$ cat src/rtl/muldiv_pkg.sv
// rtl/muldiv_pkg.sv - shared op encodings, state type and op predicates for muldiv_unit
package muldiv_pkg;

    // funct3 encodings of the RV32M operations
    localparam logic [2:0] OP_MUL    = 3'd0;
    localparam logic [2:0] OP_MULH   = 3'd1;
    localparam logic [2:0] OP_MULHSU = 3'd2;
    localparam logic [2:0] OP_MULHU  = 3'd3;
    localparam logic [2:0] OP_DIV    = 3'd4;
    localparam logic [2:0] OP_DIVU   = 3'd5;
    localparam logic [2:0] OP_REM    = 3'd6;
    localparam logic [2:0] OP_REMU   = 3'd7;

    typedef enum logic [1:0] {
        ST_IDLE,
        ST_CALC,
        ST_FIXUP,
        ST_DONE
    } state_e;

    function automatic logic is_div(input logic [2:0] op);
        return op[2];
    endfunction

    // REM/REMU select the remainder; DIV/DIVU the quotient
    function automatic logic is_rem(input logic [2:0] op);
        return op[2] & op[1];
    endfunction

    function automatic logic is_signed_a(input logic [2:0] op);
        return (op == OP_MULH) || (op == OP_MULHSU) || (op == OP_DIV) || (op == OP_REM);
    endfunction

    function automatic logic is_signed_b(input logic [2:0] op);
        return (op == OP_MULH) || (op == OP_DIV) || (op == OP_REM);
    endfunction

endpackage

$ cat src/rtl/muldiv_step.sv
// rtl/muldiv_step.sv - UNROLL radix-2 shift-add / restoring-divide iterations on {acc, opa}
//
// Ports:
//   div_i  : 1 = restoring divide step, 0 = shift-add multiply step
//   acc_i  : upper half (partial product high / partial remainder)
//   opa_i  : lower half (multiplier bits / dividend bits, filling with product low / quotient)
//   opb_i  : multiplicand or divisor magnitude
//   acc_o, opa_o : state after UNROLL iterations
module muldiv_step #(
    parameter int XLEN   = 32,
    parameter int UNROLL = 1
) (
    input  logic            div_i,
    input  logic [XLEN-1:0] acc_i,
    input  logic [XLEN-1:0] opa_i,
    input  logic [XLEN-1:0] opb_i,
    output logic [XLEN-1:0] acc_o,
    output logic [XLEN-1:0] opa_o
);

    always_comb begin
        logic [XLEN-1:0] acc;
        logic [XLEN-1:0] opa;
        logic [XLEN:0]   sum;
        logic [XLEN:0]   rem;
        logic [XLEN:0]   diff;
        acc  = acc_i;
        opa  = opa_i;
        sum  = '0;
        rem  = '0;
        diff = '0;
        for (int i = 0; i < UNROLL; i++) begin
            if (div_i) begin
                // Shifted remainder is below 2*divisor, so bit XLEN of the
                // difference is set exactly when the subtraction borrows.
                rem  = {acc, opa[XLEN-1]};
                diff = rem - {1'b0, opb_i};
                opa  = {opa[XLEN-2:0], ~diff[XLEN]};
                acc  = diff[XLEN] ? rem[XLEN-1:0] : diff[XLEN-1:0];
            end else begin
                // Add multiplicand when the current multiplier bit is set, then
                // shift the whole {carry, acc, opa} right by one.
                sum = {1'b0, acc} + {1'b0, {XLEN{opa[0]}} & opb_i};
                opa = {sum[0], opa[XLEN-1:1]};
                acc = sum[XLEN:1];
            end
        end
        acc_o = acc;
        opa_o = opa;
    end

endmodule

$ cat src/rtl/muldiv_unit.sv
// rtl/muldiv_unit.sv - iterative RV32M multiply/divide unit for the EX stage
//
// Ports:
//   clk_i, rst_i (async, active-low)
//   start_i, op_i, rs1_i, rs2_i, rd_i : request, accepted in IDLE or DONE
//   flush_i  : abort in-flight op / block an accept
//   busy_o   : high in CALC and FIXUP
//   done_o   : one-cycle result-valid pulse
//   result_o, rd_o : result and its tag, held until replaced
module muldiv_unit
    import muldiv_pkg::*;
#(
    parameter int XLEN   = 32,
    parameter int UNROLL = 1
) (
    input  logic            clk_i,
    input  logic            rst_i,
    input  logic            start_i,
    input  logic [2:0]      op_i,
    input  logic [XLEN-1:0] rs1_i,
    input  logic [XLEN-1:0] rs2_i,
    input  logic [4:0]      rd_i,
    input  logic            flush_i,
    output logic            busy_o,
    output logic            done_o,
    output logic [XLEN-1:0] result_o,
    output logic [4:0]      rd_o
);

    localparam int N  = XLEN / UNROLL;
    localparam int CW = $clog2(N + 1);

    state_e            state_q, state_d;
    logic [CW-1:0]     cnt_q, cnt_d;
    logic [2:0]        op_q, op_d;
    logic              neg_q, neg_d;
    logic [XLEN-1:0]   acc_q, acc_d;
    logic [XLEN-1:0]   opa_q, opa_d;
    logic [XLEN-1:0]   opb_q, opb_d;
    logic [XLEN-1:0]   result_q, result_d;
    logic [4:0]        rd_q, rd_d;
    logic [4:0]        rd_pend_q, rd_pend_d;

    logic [XLEN-1:0]   step_acc, step_opa;

    muldiv_step #(.XLEN(XLEN), .UNROLL(UNROLL)) u_step (
        .div_i (is_div(op_q)),
        .acc_i (acc_q),
        .opa_i (opa_q),
        .opb_i (opb_q),
        .acc_o (step_acc),
        .opa_o (step_opa)
    );

    always_comb begin
        logic              sa, sb, dbz, ovf;
        logic [2*XLEN-1:0] prod;
        logic [XLEN-1:0]   dval, fix_res;

        state_d   = state_q;
        cnt_d     = cnt_q;
        op_d      = op_q;
        neg_d     = neg_q;
        acc_d     = acc_q;
        opa_d     = opa_q;
        opb_d     = opb_q;
        result_d  = result_q;
        rd_d      = rd_q;
        rd_pend_d = rd_pend_q;

        sa  = is_signed_a(op_i) & rs1_i[XLEN-1];
        sb  = is_signed_b(op_i) & rs2_i[XLEN-1];
        dbz = (rs2_i == '0);
        ovf = ((op_i == OP_DIV) || (op_i == OP_REM))
              && (rs1_i == {1'b1, {(XLEN-1){1'b0}}}) && (rs2_i == '1);

        // Sign correction works on magnitudes: negate the full product, or the
        // selected quotient/remainder, when the latched sign flag says so.
        prod = {acc_q, opa_q};
        if (neg_q) prod = -prod;
        dval = is_rem(op_q) ? acc_q : opa_q;
        if (neg_q) dval = -dval;
        if (is_div(op_q))        fix_res = dval;
        else if (op_q == OP_MUL) fix_res = prod[XLEN-1:0];
        else                     fix_res = prod[2*XLEN-1:XLEN];

        unique case (state_q)
            ST_IDLE, ST_DONE: begin
                state_d = ST_IDLE;
                if (start_i && !flush_i) begin
                    op_d      = op_i;
                    rd_pend_d = rd_i;
                    cnt_d     = '0;
                    acc_d     = '0;
                    opa_d     = sa ? -rs1_i : rs1_i;
                    opb_d     = sb ? -rs2_i : rs2_i;
                    // Remainder follows the dividend; everything else the operand xor.
                    neg_d     = is_rem(op_i) ? sa : (sa ^ sb);
                    if (is_div(op_i) && (dbz || ovf)) begin
                        state_d  = ST_DONE;
                        rd_d     = rd_i;
                        if (dbz) result_d = op_i[1] ? rs1_i : '1;
                        else     result_d = op_i[1] ? '0 : rs1_i;
                    end else begin
                        state_d = ST_CALC;
                    end
                end
            end
            ST_CALC: begin
                if (flush_i) begin
                    state_d = ST_IDLE;
                end else begin
                    acc_d = step_acc;
                    opa_d = step_opa;
                    if (cnt_q == CW'(N - 1)) state_d = ST_FIXUP;
                    else                     cnt_d   = cnt_q + CW'(1);
                end
            end
            ST_FIXUP: begin
                if (flush_i) begin
                    state_d = ST_IDLE;
                end else begin
                    result_d = fix_res;
                    rd_d     = rd_pend_q;
                    state_d  = ST_DONE;
                end
            end
            default: state_d = ST_IDLE;
        endcase
    end

    always_ff @(posedge clk_i or negedge rst_i) begin
        if (!rst_i) begin
            state_q   <= ST_IDLE;
            cnt_q     <= '0;
            op_q      <= '0;
            neg_q     <= 1'b0;
            acc_q     <= '0;
            opa_q     <= '0;
            opb_q     <= '0;
            result_q  <= '0;
            rd_q      <= '0;
            rd_pend_q <= '0;
        end else begin
            state_q   <= state_d;
            cnt_q     <= cnt_d;
            op_q      <= op_d;
            neg_q     <= neg_d;
            acc_q     <= acc_d;
            opa_q     <= opa_d;
            opb_q     <= opb_d;
            result_q  <= result_d;
            rd_q      <= rd_d;
            rd_pend_q <= rd_pend_d;
        end
    end

    assign busy_o   = (state_q == ST_CALC) || (state_q == ST_FIXUP);
    assign done_o   = (state_q == ST_DONE);
    assign result_o = result_q;
    assign rd_o     = rd_q;

endmodule

$ cat config.mk
export PLATFORM = sky130hd
export DESIGN_NAME = muldiv_unit
export DESIGN_NICKNAME = d
export VERILOG_FILES = /design/src/rtl/muldiv_pkg.sv /design/src/rtl/muldiv_step.sv /design/src/rtl/muldiv_unit.sv
export SDC_FILE = /design/constraint.sdc
export NUM_CORES = 1
export LEC_CHECK = 0
export CAP_MARGIN = 30
export CELL_PAD_IN_SITES_DETAIL_PLACEMENT = 0
export CELL_PAD_IN_SITES_GLOBAL_PLACEMENT = 1
export CORE_MARGIN = 4
export CORE_UTILIZATION = 46
export DETAILED_ROUTE_END_ITERATION = 12
export HOLD_SLACK_MARGIN = 0.15
export PLACE_DENSITY_LB_ADDON = 0.1
export SYNTH_ARGS = -nofsm -noshare
export SYNTH_HDL_FRONTEND = slang
export SYNTH_HIERARCHICAL = 1
export SYNTH_SLANG_ARGS = --single-unit
$ cat constraint.sdc
create_clock -name clk_i -period 4.75 [get_ports clk_i]
set_clock_uncertainty 0.2 [all_clocks]
set_input_delay 0.475 -clock clk_i [delete_from_list [all_inputs] [get_ports clk_i]]
set_output_delay 0.475 -clock clk_i [all_outputs]
set_load 0.05 [all_outputs]
Word level (Yosys, flattened, before mapping)
Index checks and enable logic that the tools add are counted.
{ "totals": {"ff_bits": 150, "input_bits": 76, "out_inout_bits": 39, "elab_cells": 101} }
{ "op_classes": {"addsub": 7, "n_eq_ne": 16, "mux": 38, "bitwise": 7, "n_reduce_logical": 23} }
{ "op_table": {"columns": ["op", "count"], "rows": [
  ["32-bit two-way mux", 19],
  ["32-bit case mux with 2 select lines", 3],
  ["32-bit negation", 3],
  ["32-bit equality test, second input constant", 2],
  ["64-bit two-way mux", 1],
  ["64-bit negation", 1],
  ["32-bit by 32-bit adder with 33-bit output", 1],
  ["33-bit by 32-bit subtractor with 33-bit output", 1],
  ["32-bit AND", 1],
  ["32-bit logical NOT", 1],
  ["6-bit two-way mux", 3],
  ["5-bit two-way mux", 3],
  ["6-bit case mux with 2 select lines", 1],
  ["2-bit two-way mux", 5],
  ["2-bit != test, second input constant", 5],
  ["5-bit case mux with 2 select lines", 1],
  ["1-bit logical OR", 8],
  ["4-bit AND reduction", 2],
  ["6-bit by 1-bit adder with 6-bit output, second input constant", 1],
  ["3-bit equality test, second input constant", 2],
  ["6-bit by 5-bit equality test with 1-bit output, second input constant", 1],
  ["2-bit case mux with 3 select lines", 1],
  ["1-bit AND", 4],
  ["2-bit equality test, second input constant", 2],
  ["other kinds (15)", 19]
]} }

Longest topological paths before layout
Gate-level depths: netlist (run 1).
{ "depth": {"ltp_word": 9, "depth_mapped": 16, "depth_no_buf": 14} }

By module
The synthesis (run 1) kept the hierarchy.
{ "by_module_without_submodules": {"columns": ["module", "n_inst", "cells_per_inst", "area_per_inst_um2", "seq_area_each_um2"], "rows": [
  ["muldiv_unit", 1, 1558, 12015.3, 3753.6],
  ["muldiv_step", 1, 688, 4820.9, 0.0]
]} }

Worst setup path before layout (run 1)
Ideal clock, no wire load.
{ "synth_timing": {"kind": "reg-to-reg", "startpoint": "register op_q[2]", "endpoint": "register result_q[30], in the netlist result_o[30]", "setup_ns": 0.135, "arrival_time_ns": 3.492, "required_time_ns": 4.415, "slack_ns": 0.923, "path_stages_with_launch": 14, "n_path_buf": 4, "period_less_slack_ns": 3.827, "cell_sequence": "dfrtp_1 -> buf_2 -> and2_1 -> clkbuf_1 -> buf_1 -> buf_1 -> mux2i_1 -> ha_1 -> o21ai_1 -> or4_1 -> o31ai_1 -> xor2_1 -> a211oi_1 -> o31ai_1"} }
{ "synth_between": {"elab_chain_cells": 7, "word_cells_on_any_way": 9, "cone_classes": "add/sub (1); mux (6); bitwise (1); reduce/logical (1)"} }
{ "synth_rtl": {"columns": ["element", "line_no", "source"], "rows": [
  ["start, declared", "muldiv_unit.sv:35", "logic [2:0] op_q, op_d;"],
  ["start signal, assigned", "muldiv_unit.sv:147", "op_q <= op_d;"],
  ["1-bit AND", "muldiv_pkg.sv:27", "return op[2] & op[1];"],
  ["32-bit two-way mux", "muldiv_unit.sv:81", "dval = is_rem(op_q) ? acc_q : opa_q;"],
  ["32-bit negation", "muldiv_unit.sv:82", "if (neg_q) dval = -dval;"],
  ["32-bit two-way mux", "muldiv_unit.sv:82", null],
  ["32-bit two-way mux *", "muldiv_unit.sv:83", "if (is_div(op_q)) fix_res = dval;"],
  ["32-bit two-way mux *", "muldiv_unit.sv:120", "if (flush_i) begin"],
  ["32-bit case mux with 2 select lines *", "muldiv_unit.sv:87", "unique case (state_q)"],
  ["end signal, assigned", "muldiv_unit.sv:152", "result_q <= result_d;"],
  ["end, declared", "muldiv_unit.sv:40", "logic [XLEN-1:0] result_q, result_d;"]
]} }
Every way passes the cells marked *; elsewhere a longest branch is shown, timed or not. The select of a mux whose other input is x is not followed.
A chain may end at the register's enable or synchronous reset.

Final worst setup path (run 1)
{ "layout_timing": {"startpoint": "register opa_q[31]", "endpoint": "register acc_q[25]"} }
{ "layout_between": {"elab_chain_cells": 5} }
{ "layout_rtl": {"columns": ["element", "line_no", "source"], "rows": [
  ["start, declared", "muldiv_unit.sv:38", "logic [XLEN-1:0] opa_q, opa_d;"],
  ["start signal, assigned", "muldiv_unit.sv:150", "opa_q <= opa_d;"],
  ["33-bit by 32-bit subtractor with 33-bit output", "muldiv_step.sv:37", "diff = rem - {1'b0, opb_i};"],
  ["32-bit two-way mux", "muldiv_step.sv:39", "acc = diff[XLEN] ? rem[XLEN-1:0] : diff[XLEN-1:0];"],
  ["32-bit two-way mux", "muldiv_step.sv:33", "if (div_i) begin"],
  ["named net step_acc[25]", "muldiv_unit.sv:44", "logic [XLEN-1:0] step_acc, step_opa;"],
  ["32-bit two-way mux", "muldiv_unit.sv:110", "if (flush_i) begin"],
  ["32-bit case mux with 2 select lines", "muldiv_unit.sv:87", null],
  ["end signal, assigned", "muldiv_unit.sv:138", "acc_q <= '0;"],
  ["end signal, assigned", "muldiv_unit.sv:149", "acc_q <= acc_d;"],
  ["end, declared", "muldiv_unit.sv:37", "logic [XLEN-1:0] acc_q, acc_d;"]
]} }
The timed path passes the listed nets, and every way through them passes these cells. The select of a mux whose other input is x is not followed.

==> results list, run 1 <==
- Most frequently used flop master after synthesis: sky130_fd_sc_hd__dfrtp_1
* Number of max-slew violations in the final report: 0
- The critical path runs through a total of 15 cells.
- The worst setup path is launched from a flip-flop.
- Number of buffer and inverter stages on the critical path: 2
- The initial utilization of the core area, before any placement, comes to 46.99%.
- Run status: finished clean
- Of the available clock period, the critical path in the final layout requires 90.81%.
- Measured along the y axis, the die boundary spans 199.3 um.
* Detail Placement HPWL: 51050 um
- The H-tree was split into 4 levels.
- Count of hold buffers inserted by post-cts repair: 1
- Along the worst path, the maximum fanout reaches 33.
- Via count of the first global-routing pass: 16420
- Derived from the worst setup path, the maximum achievable clock frequency is 231.8 MHz.
* Total vias in the final route: 17860
* Placer's final routability congestion estimate: 1.014
* Data arrival time of the worst path: 4.47 ns
* Type of element capturing the critical path: flip-flop
- Sequential area share after synthesis: 22.29%
* Cell Chain, Critical Path: inv_1 > ha_1 > fa_1 > nor2b_1 > o31ai_1 > a21o_1 > o211ai_4 > a31oi_4 > o211ai_4 > buf_4 > nand2_1 > o211a_1 > a21oi_1 > nand2_1 > o21ai_0
- Number of enable flip-flop cells after synthesis: 0
- In the synthesized netlist, the number of instances is 2246.
- Number of synthesis warnings: 6
* Drt pass-1 iters: 6
- Setup repair after global routing missed its margin: no
- Total grt overflow: 0
* Worst R2R Start: opa_q[31]
- The worst path meets setup with 0.4368 ns of slack.
- For the worst flop-to-flop path, the logic depth is 15.
- In this run the core area contains 69 standard-cell rows.
- Largest cells by area after synthesis: sky130_fd_sc_hd__dfrtp_1 22%, sky130_fd_sc_hd__nand2_1 6.6%, sky130_fd_sc_hd__o21ai_0 5.9%
- Residual DRC count: 0
- Leaving out fill and tap cells, the most frequent cell in the layout is sky130_fd_sc_hd__nand2_1.
- # resized after CTS: 0
* Worst Tran Pin Value: 1.022 ns
- The top cell type by area accounts for 22.29% of the synthesized area.
- I/O pins: 115
* Power density cells: 739.2 nW/um^2
- Required time reported for the critical path endpoint: 4.91 ns
- VDD IR-drop max: 0.4357 mV
- ANT nets after route: 0
- The number of antenna violations at the first check in global routing was 1.
- Area growth from synthesis to layout: 14.44%
* # Max-Cap Violations: 0
- The final layout contains routed wiring with a total length of 67470 um.
- The first global-routing pass estimated 101300 um of wire.
* # Post-CTS Setup Buffers: 0
- During placement, the flow inserted port buffers numbering 114.
- In this run the deepest clock path goes through 2 buffers.
- Number of clock sinks: 150
* Number of nets in the synthesized netlist: 2397
- Clock latency on the worst-skew pair, taken at its later pin, is 0.45 ns.
- In this run the cell area of the synthesized design comes to 16840 um^2.
* Global router's overall resource usage: 33.23%
- After layout, the minimum clock period comes to 4.313 ns.
- In the routed layout, each cell is associated on average with a via count of 6.404.
- Buffers inserted during clock tree synthesis total 17.
- The worst hold path passes through 2 cells.
- Slowest cell on crit path: sky130_fd_sc_hd__o211ai_4
- After synthesis the netlist holds a flip-flop and latch count of 150.
- TritonCTS built the clock tree.
* Final instance area: 19270 um^2
- The largest total area in the synthesized netlist belongs to sky130_fd_sc_hd__dfrtp_1.
- Broken down by cell family, the worst path's largest delay share belongs to compound AO/OA/AOI/OAI gates.
* Overall die area: 39720 um^2
* Final sum of negative setup slack: 0 ns
* Path class of the lowest-slack min-delay path: flip-flop to flip-flop
* Distinct cell type count after synthesis: 96
* Worst stage delay on the critical path: 0.85 ns
- Dividing the detail-routed wire length by the instance count gives 24.19 um.
- Maximum number of pins on one net before global-route repair: 72
- Drt first-iter violations: 2220
- At the end of the flow, the number of nets in the layout was 2466.
- Asr flop ratio synth: 100.0%
- Placed inst area: 18640 um^2
* CTS Root Buffer Type: sky130_fd_sc_hd__clkbuf_16
- The hold violation total from the final report is 0.
- In the layout the commonest cells are 294 x sky130_fd_sc_hd__nand2_1, 197 x sky130_fd_sc_hd__o21ai_0, 180 x sky130_fd_sc_hd__nor2_1.
- Critical path startpoint: opa_q[31]
* Hold path startpoint: rd_pend_q[4]
- Dpl ws: 0.4689 ns
- The core region is 35830 um^2.
* Leakage power: 0.008052 uW
* Number of setup violations in the final report: 0
- Dividing the synthesized area by the synthesized cell count gives 7.496 um^2.
- Relative slew margins: 31.54%
- Proportion of layout cells with a drive suffix above 1: 9.540%
- The floorplan step set the die width to 199.3 um.
* Register clock-pin slew on the reported worst setup and hold paths: 0.07 ns
* Critical path class: flip-flop to flip-flop
-- worst reg2reg max path, cell delays in order (launching register included) --
cell and delay [ns]:
sky130_fd_sc_hd__dfrtp_1 0.49, sky130_fd_sc_hd__inv_1 0.09, sky130_fd_sc_hd__ha_1 0.23, sky130_fd_sc_hd__fa_1 0.43, sky130_fd_sc_hd__nor2b_1 0.18, sky130_fd_sc_hd__o31ai_1 0.14
sky130_fd_sc_hd__a21o_1 0.25, sky130_fd_sc_hd__o211ai_4 0.30, sky130_fd_sc_hd__a31oi_4 0.18, sky130_fd_sc_hd__o211ai_4 0.85, sky130_fd_sc_hd__buf_4 0.36, sky130_fd_sc_hd__nand2_1 0.07
sky130_fd_sc_hd__o211a_1 0.14, sky130_fd_sc_hd__a21oi_1 0.11, sky130_fd_sc_hd__nand2_1 0.06, sky130_fd_sc_hd__o21ai_0 0.15
-- where the power goes --
group / internal (uW) / leakage, uW / total (uW) / switching (uW)
registers: 1800 / 0.00193 / 2740 / 931
logic: 3770 / 0.00582 / 10100 / 6290
clock network: 826 / 0.000296 / 1450 / 622
total: 6400 / 0.00805 / 14200 / 7850
-- path summary, 6_finish.rpt --
check,endpoint,slack (ns)
worst max-delay path,acc_q[25],0.44
worst min-delay path,rd_pend_q[4],0.27
worst max register to register,acc_q[25],0.44
worst min register to register,rd_pend_q[4],0.27
max in group asynchronous,result_o[24],2.83
min in group asynchronous,acc_q[18],0.36
-- kinds of logic (layout without fill, tap and decap cells) --
| kind of cell | count (synthesis) | count (layout) | synth area share, % |
|---|---|---|---|
| multiplexers | 104 | 104 | 6.473 |
| buffers and inverters | 236 | 317 | 5.737 |
| AO/OA/AOI/OAI | 689 | 689 | 26.70 |
| XOR/XNOR | 177 | 177 | 9.208 |
| flip-flops | 150 | 150 | 22.29 |
| adder cells (fa/ha/maj) | 94 | 94 | 6.793 |
| AND/OR/NAND/NOR | 796 | 796 | 22.79 |
| other | 0 | 1 | 0 |
-- synth_stat cells (all sizes together), types with 9 or more instances --
cell type    n
o211ai      18
nand2      295
a2111oi      9
a211o       10
nor2       181
and2        40
o31ai       39
ha          73
xor2        85
or3         26
nor3        49
nor4bb       9
o21ai      210
and3        12
a21oi      164
nand2b      10
a21o        38
mux2        39
a41oi        9
maj3        19
xnor2       92
nor4        36
a31oi       24
or4         22
clkbuf     124
o41ai       19
a211oi      30
o22ai       10
o21a        11
nand3       43
mux2i       65
or2         13
nand4       30
o221ai      10
buf         38
dfrtp      150
inv         72
-- metrics by stage --
stage	utilization (%)	hold WS [ns]	std cells	total power (uW)
finish	53.78	0.2742	2789	14240
CTS	53.76	0.2798	2787	13990
detailed placement	52.03	0.2628	2755	12480
global placement	51.98	0.2583	2754	12390
floorplan	-	-0.02059	2246	9338
global route	53.77	0.3032	2788	15140
-- registers in the layout, indices dropped and copies added (netlist names) --
| name | count |
|---|---|
| acc_q | 32 |
| opa_q | 32 |
| opb_q | 32 |
| result_o | 32 |
| cnt_q | 6 |
| rd_o | 5 |
| rd_pend_q | 5 |
| op_q | 3 |
| state_q | 2 |
| neg_q | 1 |
-- cell type report --
type | instances | area (um^2)
clock buffers | 20 | 466.7
diodes | 1 | 2.502
repair buffers | 212 | 1891
multi-input cells | 1860 | 12150
clock inverters | 11 | 140.1
well taps | 461 | 576.8
flip-flops and latches | 150 | 3759
fillers | 3489 | 16560
inverters | 74 | 277.8
-- routing by layer --
metal	GRT usage [%]	part of all wire, %	up-vias
li1	-	-	8324
met1	50.53	46	8545
met2	45.68	40	898
met3	8.919	11	95
met4	9.650	2.7	0
met5	0	0	-
Note: power is estimated with default switching activity, not from simulation.
==> run 2, diff against run 1 <==
--- a/config.mk
+++ b/config.mk
@@ -12,6 +12,7 @@
 export CORE_UTILIZATION = 46
 export DETAILED_ROUTE_END_ITERATION = 12
 export HOLD_SLACK_MARGIN = 0.15
+export MAX_ROUTING_LAYER = met4
 export PLACE_DENSITY_LB_ADDON = 0.1
 export SYNTH_ARGS = -nofsm -noshare
 export SYNTH_HDL_FRONTEND = slang
==> run 2 against run 1 <==
Compared with the run above: worst hold slack improved by 0.0037 ns; fmax is 4.4% higher; via count rose by 0.46%; first-iteration DRC count is 8.0% lower; power decreased by 0.34%.
==> results list, run 2 (synthesis results as in run 1) <==
- Run status: finished clean
* Proportion of layout cells with a drive suffix above 1: 9.341%
* Hold depth: 2
* Post-route worst setup slack: 0.6201 ns
- The first global-routing pass estimated 101700 um of wire.
- Of all nets on the critical path, the largest fanout is 22.
- Number of clock sinks: 150
* Worst R2R Start: opa_q[31]
- Area of the core: 35830 um^2
- For this design the ratio of total power to cell area is 738.8 nW/um^2.
- Setup repair after global routing missed its margin: no
- Routability-driven placement finished with a final weighted congestion of 0.9987.
- Via/cell ratio: 6.443
- Final instance area: 19210 um^2
- At the placement stage, the worst setup path has a slack of 0.6645 ns.
- Hold path startpoint: rd_pend_q[1]
* Area growth from synthesis to layout: 14.11%
* Die height: 199.3 um
* Hold-critical path endpoint: rd_pend_q[1]
* Maximum number of pins on one net before global-route repair: 76
- Clock tree synthesis inserted a total of 17 buffers.
* Drt first-iter violations: 2043
* Residual DRC count: 0
* Final Instance Count excl. Fillers: 2785
- Leading cell type in the layout, fill and taps excluded: sky130_fd_sc_hd__nand2_1
- Based on the critical path, the design can be clocked at up to 242.1 MHz.
* Number of setup violations in the final report: 0
* Leakage power: 0.008013 uW
- The number of global-route vias before repair is 16580.
- The initialized floorplan defines 69 standard-cell rows.
* Nets@finish: 2461
- Overall die area: 39720 um^2
- Cell Count Post-Placement: 2750
* Level count of the clock H-tree: 4
- Once layout is complete, the utilization of the core stands at 53.62%.
- The worst path needs 4.130 ns of the cycle, external delays included.
* Register clock-pin slew on the reported worst setup and hold paths: 0.07 ns
- Most frequent cells in the layout: 294 x sky130_fd_sc_hd__nand2_1, 197 x sky130_fd_sc_hd__o21ai_0, 180 x sky130_fd_sc_hd__nor2_1
- Data arrival time of the worst path: 4.24 ns
- Number of max-slew violations in the final report: 0
- Detail Placement HPWL: 50880 um
* Worst reg2reg endpoint: acc_q[3]
* Global router's overall resource usage: 34.19%
- Measured along the x axis, the die boundary spans 199.3 um.
- Depth of the worst register-to-register path: 15
- Clk_lat worst skew: 0.46 ns
- CTS Root Buffer Type: sky130_fd_sc_hd__clkbuf_16
- Placed inst area: 18590 um^2
- Summed over all layers, the routed wires come to 67010 um.
- VDD IR-drop max: 0.5065 mV
* Final sum of negative setup slack: 0 ns
- Total grt overflow: 0
- Drt pass-1 iters: 6
* I/O pins: 115
- Total vias in the final route: 17940
* ANT nets after route: 0
- TritonCTS clock tree: built
- The hold violation total from the final report was 0.
- Maximum buffer depth of the clock tree: 2
* # Post-CTS Setup Buffers: 0
* Filler instances: 3555
- The number of antenna violations at the first check in global routing was 1.
- Portion of the clock cycle consumed by the worst path in the final layout: 86.95%
* # Max-Cap Violations: 0
- At the worst endpoint, the required time is 4.86 ns.
* Final routed wire length divided by cell count: 24.06 um
- Worst Tran Pin Value: 0.9074 ns
* Path class of the lowest-slack min-delay path: flip-flop to flip-flop
- Type of element capturing the critical path: flip-flop
- In this run the tool buffered the top-level ports with 114 buffer cells.
- In this run the tightest slew margin relative to its limit is 39.29%.
* Critical path class: flip-flop to flip-flop
* Element type at the critical path start: flip-flop
- Reg-to-reg setup timing slack: 0.62 ns
* Starting density of the core: 46.99%
[run 2: cell count changes in the layout (fill, tap and decap cells not counted), sizes merged]
| cell | previous run | this run |
|---|---|---|
| buf | 97 | 92 |
| clkbuf | 21 | 20 |
| clkinv | 5 | 3 |
| clkinvlp | 1 | 2 |
| inv | 77 | 80 |
[run 2: what timing repair did]
item | CTS | global route
hold endpoints to repair | 73 | 0
hold buffers | 1 | 0
gates resized for setup | 0 | 0
[run 2: stage by stage]
| stage | total power [uW] | hold WS [ns] |
|---|---|---|
| global placement | 12380 | 0.2590 |
| CTS | 13940 | 0.2799 |
| finish | 14190 | 0.2779 |
| global route | 15090 | 0.2992 |
| floorplan | 9338 | -0.02059 |
| detailed placement | 12440 | 0.2634 |
[run 2: area by class of cell]
cell class / instances / area, um^2 / share of cell area [%]
inverter: 74 / 277.8 / 1.446
clock inverter: 13 / 156.4 / 0.8141
sequential: 150 / 3759 / 19.56
clock buffer: 19 / 442.9 / 2.305
timing repair buffer: 207 / 1843 / 9.593
tap: 461 / 576.8 / 3.002
antenna: 1 / 2.502 / 0.01303
multi-input combinational: 1860 / 12150 / 63.26
[run 2: worst max-delay path by stage]
| stage | end | slack, ns | cells after the start | from |
|---|---|---|---|---|
| finish | acc_q[3] | 0.62 | 15 | opa_q[31] |
| global route | acc_q[9] | 0.31 | 14 | opa_q[31] |
| CTS | acc_q[25] | 0.65 | 15 | opa_q[31] |
| detailed placement | acc_q[3] | 0.66 | 15 | opa_q[31] |
| global placement | acc_q[3] | 0.76 | 15 | opa_q[31] |
| floorplan | result_o[30] | 0.92 | 13 | op_q[2] |
[run 2: layer usage]
metal | share of wire [%] | track usage (%) | vias to the layer above
met3 | 10 | 7.486 | 108
met4 | 2.4 | 8.485 | 0
li1 | - | - | 8312
met5 | 0 | - | -
met1 | 46 | 50.15 | 8593
met2 | 41 | 47.70 | 931
[run 2: report_power, final]
part,internal [uW],switching [uW]
clock network,804,639
registers,1800,1030
logic,3740,6180
[run 2: worst max-delay path, cell delays in order (launching register included)]
cell and delay, ns:
sky130_fd_sc_hd__dfrtp_1 0.49, sky130_fd_sc_hd__inv_1 0.10, sky130_fd_sc_hd__ha_1 0.24, sky130_fd_sc_hd__fa_1 0.41
sky130_fd_sc_hd__nor2b_1 0.17, sky130_fd_sc_hd__o31ai_1 0.15, sky130_fd_sc_hd__a21o_1 0.27, sky130_fd_sc_hd__o211ai_4 0.31
sky130_fd_sc_hd__a31oi_4 0.17, sky130_fd_sc_hd__o211ai_4 0.63, sky130_fd_sc_hd__buf_4 0.34, sky130_fd_sc_hd__a211oi_1 0.07
sky130_fd_sc_hd__a211oi_1 0.22, sky130_fd_sc_hd__a21oi_1 0.06, sky130_fd_sc_hd__nand2_1 0.07, sky130_fd_sc_hd__o21ai_0 0.07
==> run 3, diff against run 2 <==
--- a/config.mk
+++ b/config.mk
@@ -5,10 +5,10 @@
 export SDC_FILE = /design/constraint.sdc
 export NUM_CORES = 1
 export LEC_CHECK = 0
-export CAP_MARGIN = 30
+export CAP_MARGIN = 20
 export CELL_PAD_IN_SITES_DETAIL_PLACEMENT = 0
 export CELL_PAD_IN_SITES_GLOBAL_PLACEMENT = 1
-export CORE_MARGIN = 4
+export CORE_MARGIN = 3
 export CORE_UTILIZATION = 46
 export DETAILED_ROUTE_END_ITERATION = 12
 export HOLD_SLACK_MARGIN = 0.15
==> run 3 against run 2 <==
Compared with the run above: clock-buffer cell count down 2; largest cell class unchanged; via count down 0.57%; setup slack improved by 0.0023 ns; routed wire length fell by 0.41%; clock power increased by 7%; critical path depth decreased by 5; worst hold slack better by 0.0037 ns; combinational power about the same; die area is 2.0% lower; sequential cell count did not move; non-clock buffer count down 6.
==> results list, run 3 (synthesis results as in run 1) <==
* Run status: finished clean
- Detailed routing inserted a total of 17840 vias.
- At the pin with the least slew margin, the transition time is 1.122 ns.
- Setup repair after global routing left no endpoint under its margin.
- Reg-to-reg setup timing slack: 0.62 ns
- Power comes to 14260 uW.
* Depth of the worst register-to-register path: 10
- The floorplan has 69 rows.
- In the layout the commonest cells are 294 x sky130_fd_sc_hd__nand2_1, 197 x sky130_fd_sc_hd__o21ai_0, 180 x sky130_fd_sc_hd__nor2_1.
* Number of setup violations in the final report: 0
- The core region is 35830 um^2.
- In this run the critical register-to-register path is captured at result_o[25].
* Via count of the first global-routing pass: 16490
- Type of element capturing the critical path: flip-flop
* Final sum of negative setup slack: 0 ns
* Area growth from synthesis to layout: 14.06%
- Hold path startpoint: rd_pend_q[4]
- Cells with a size suffix above 1 make up 9.150% of the layout.
- Leading cell type in the layout, fill and taps excluded: sky130_fd_sc_hd__nand2_1
* Switching Fraction: 55.31%
- For the finished layout, the period the worst path requires is 4.128 ns.
- In this run, flip-flops and latches consume 19.6% of the power.
* Final wirelength: 66740 um
- # Post-CTS Setup Buffers: 0
* Max Fclk: 242.3 MHz
- Drt pass-1 iters: 6
* Die height: 197.3 um
- I/O pins: 115
* Global router's overall resource usage: 34.95%
* Via/cell ratio: 6.423
- Proportion of power drawn by the clock network: 10.8%
- STA classifies the critical path startpoint as a flip-flop.
- CTS Root Buffer Type: sky130_fd_sc_hd__clkbuf_16
- Switching pwr: 7889 uW
* Biggest fanout along the worst timing path: 47
- Number of hold violations in the final report: 0
- After detailed routing, the average wire length per cell comes to 24.02 um.
* Number of buffers inserted by port buffering: 114
* Clk_lat worst skew: 0.46 ns
* Count of hold buffers inserted by post-cts repair: 1
- Diode count: 0
- No sink is reached through more buffers than the 2 on the longest clock path.
- The internal portion of the total power is 6374 uW.
* Power density cells: 742.8 nW/um^2
* Placer's final routability congestion estimate: 0.9852
- The total overflow left after global routing is 0.
- Starting density of the core: 46.99%
- Overall die area: 38930 um^2
- TritonCTS clock tree: built
- Hold-critical path endpoint: rd_pend_q[4]
* VDD IR-drop max: 0.3929 mV
* Number of max-slew violations in the final report: 0
- Summed over all cells, the static leakage comes to 0.008012 uW.
* Data arrival time of the worst path: 4.26 ns
- Global-route wire length before repair: 102000 um
- Path class of the lowest-slack min-delay path: flip-flop to flip-flop
- Max-cap violations in this run came to 0.
* Level count of the clock H-tree: 4
- Relative slew margins: 24.95%
- Die width: 197.3 um
- Hold depth: 2
- Filler instances: 3504
- TritonCTS Buffers: 17
- For this run, the share of the core covered by cells in the final layout is 53.60%.
* Maximum number of pins on one net before global-route repair: 82
* Residual DRC count: 0
- In this run the critical register-to-register path is launched from op_q[2].
* Portion of the clock cycle consumed by the worst path in the final layout: 86.90%
- Number of clock sinks: 150
- Required time reported for the critical path endpoint: 4.88 ns
* Antenna violations before repair: 0
- Drt first-iter violations: 2374
* ANT nets after route: 0
- Of the total power, combinational logic draws 69.6%.
- # resized after CTS: 0
- Critical path class: flip-flop to flip-flop
- The HPWL after detailed placement is 49710 um.
* Register clock-pin slew on the reported worst setup and hold paths: 0.07 ns
- Nets@finish: 2455
run 3: final cells by class:
type	count	area (um^2)	area share, %
sequential	150	3759	19.57
timing repair buffer	201	1810	9.428
tap	461	576.8	3.004
clock inverter	15	200.2	1.042
inverter	74	277.8	1.446
multi-input combinational	1860	12150	63.29
clock buffer	17	425.4	2.215
run 3: power groups by stage:
stage               combinational (uW)  clock (uW)  sequential, uW
global placement                  9570           0            2750
global route                     10700        1610            2850
finish                            9930        1540            2790
floorplan                         6620           0            2720
CTS                               9690        1550            2750
detailed placement                9630           0            2770
run 3: routing by layer:
metal	global-route usage [%]	wire [um]	up-vias
met5	-	0	-
li1	-	-	8317
met3	7.624	7269	100
met1	52.63	31140	8415
met4	8.210	1554	0
met2	47.20	26770	1010
run 3: how the worst max path moves through the flow:
stage	startpoint	end	slack, ns	cells past startpoint
after floorplan	op_q[2]	result_o[30]	0.92	13
after global placement	rs1_i[20]	result_o[27]	0.70	8
after detailed placement	rs1_i[20]	result_o[17]	0.59	9
after CTS	opa_q[31]	acc_q[16]	0.70	15
after global routing	opa_q[31]	acc_q[16]	0.47	15
final	op_q[2]	result_o[25]	0.62	10
run 3: through the flow:
stage	setup WS [ns]	std cells	hold WS, ns	instance area, um^2
final	0.6224	2778	0.2816	19200
after global placement	0.7045	2744	0.2578	18560
after global routing	0.4712	2778	0.3045	19200
after floorplan	0.9234	2246	-0.02059	16840
after detailed placement	0.5908	2744	0.2709	18560
after CTS	0.7039	2777	0.2865	19200
run 3: worst max-delay path, cell delays in order (launching register included):
cell and delay (ns):
sky130_fd_sc_hd__dfrtp_4 0.80, sky130_fd_sc_hd__and2_1 0.25, sky130_fd_sc_hd__buf_4 0.38, sky130_fd_sc_hd__o221ai_1 0.43, sky130_fd_sc_hd__nor4_1 0.56, sky130_fd_sc_hd__buf_4 0.29, sky130_fd_sc_hd__a21oi_1 0.14, sky130_fd_sc_hd__o2bb2ai_1 0.16
sky130_fd_sc_hd__a2111oi_0 0.48, sky130_fd_sc_hd__buf_4 0.21, sky130_fd_sc_hd__o31ai_1 0.07
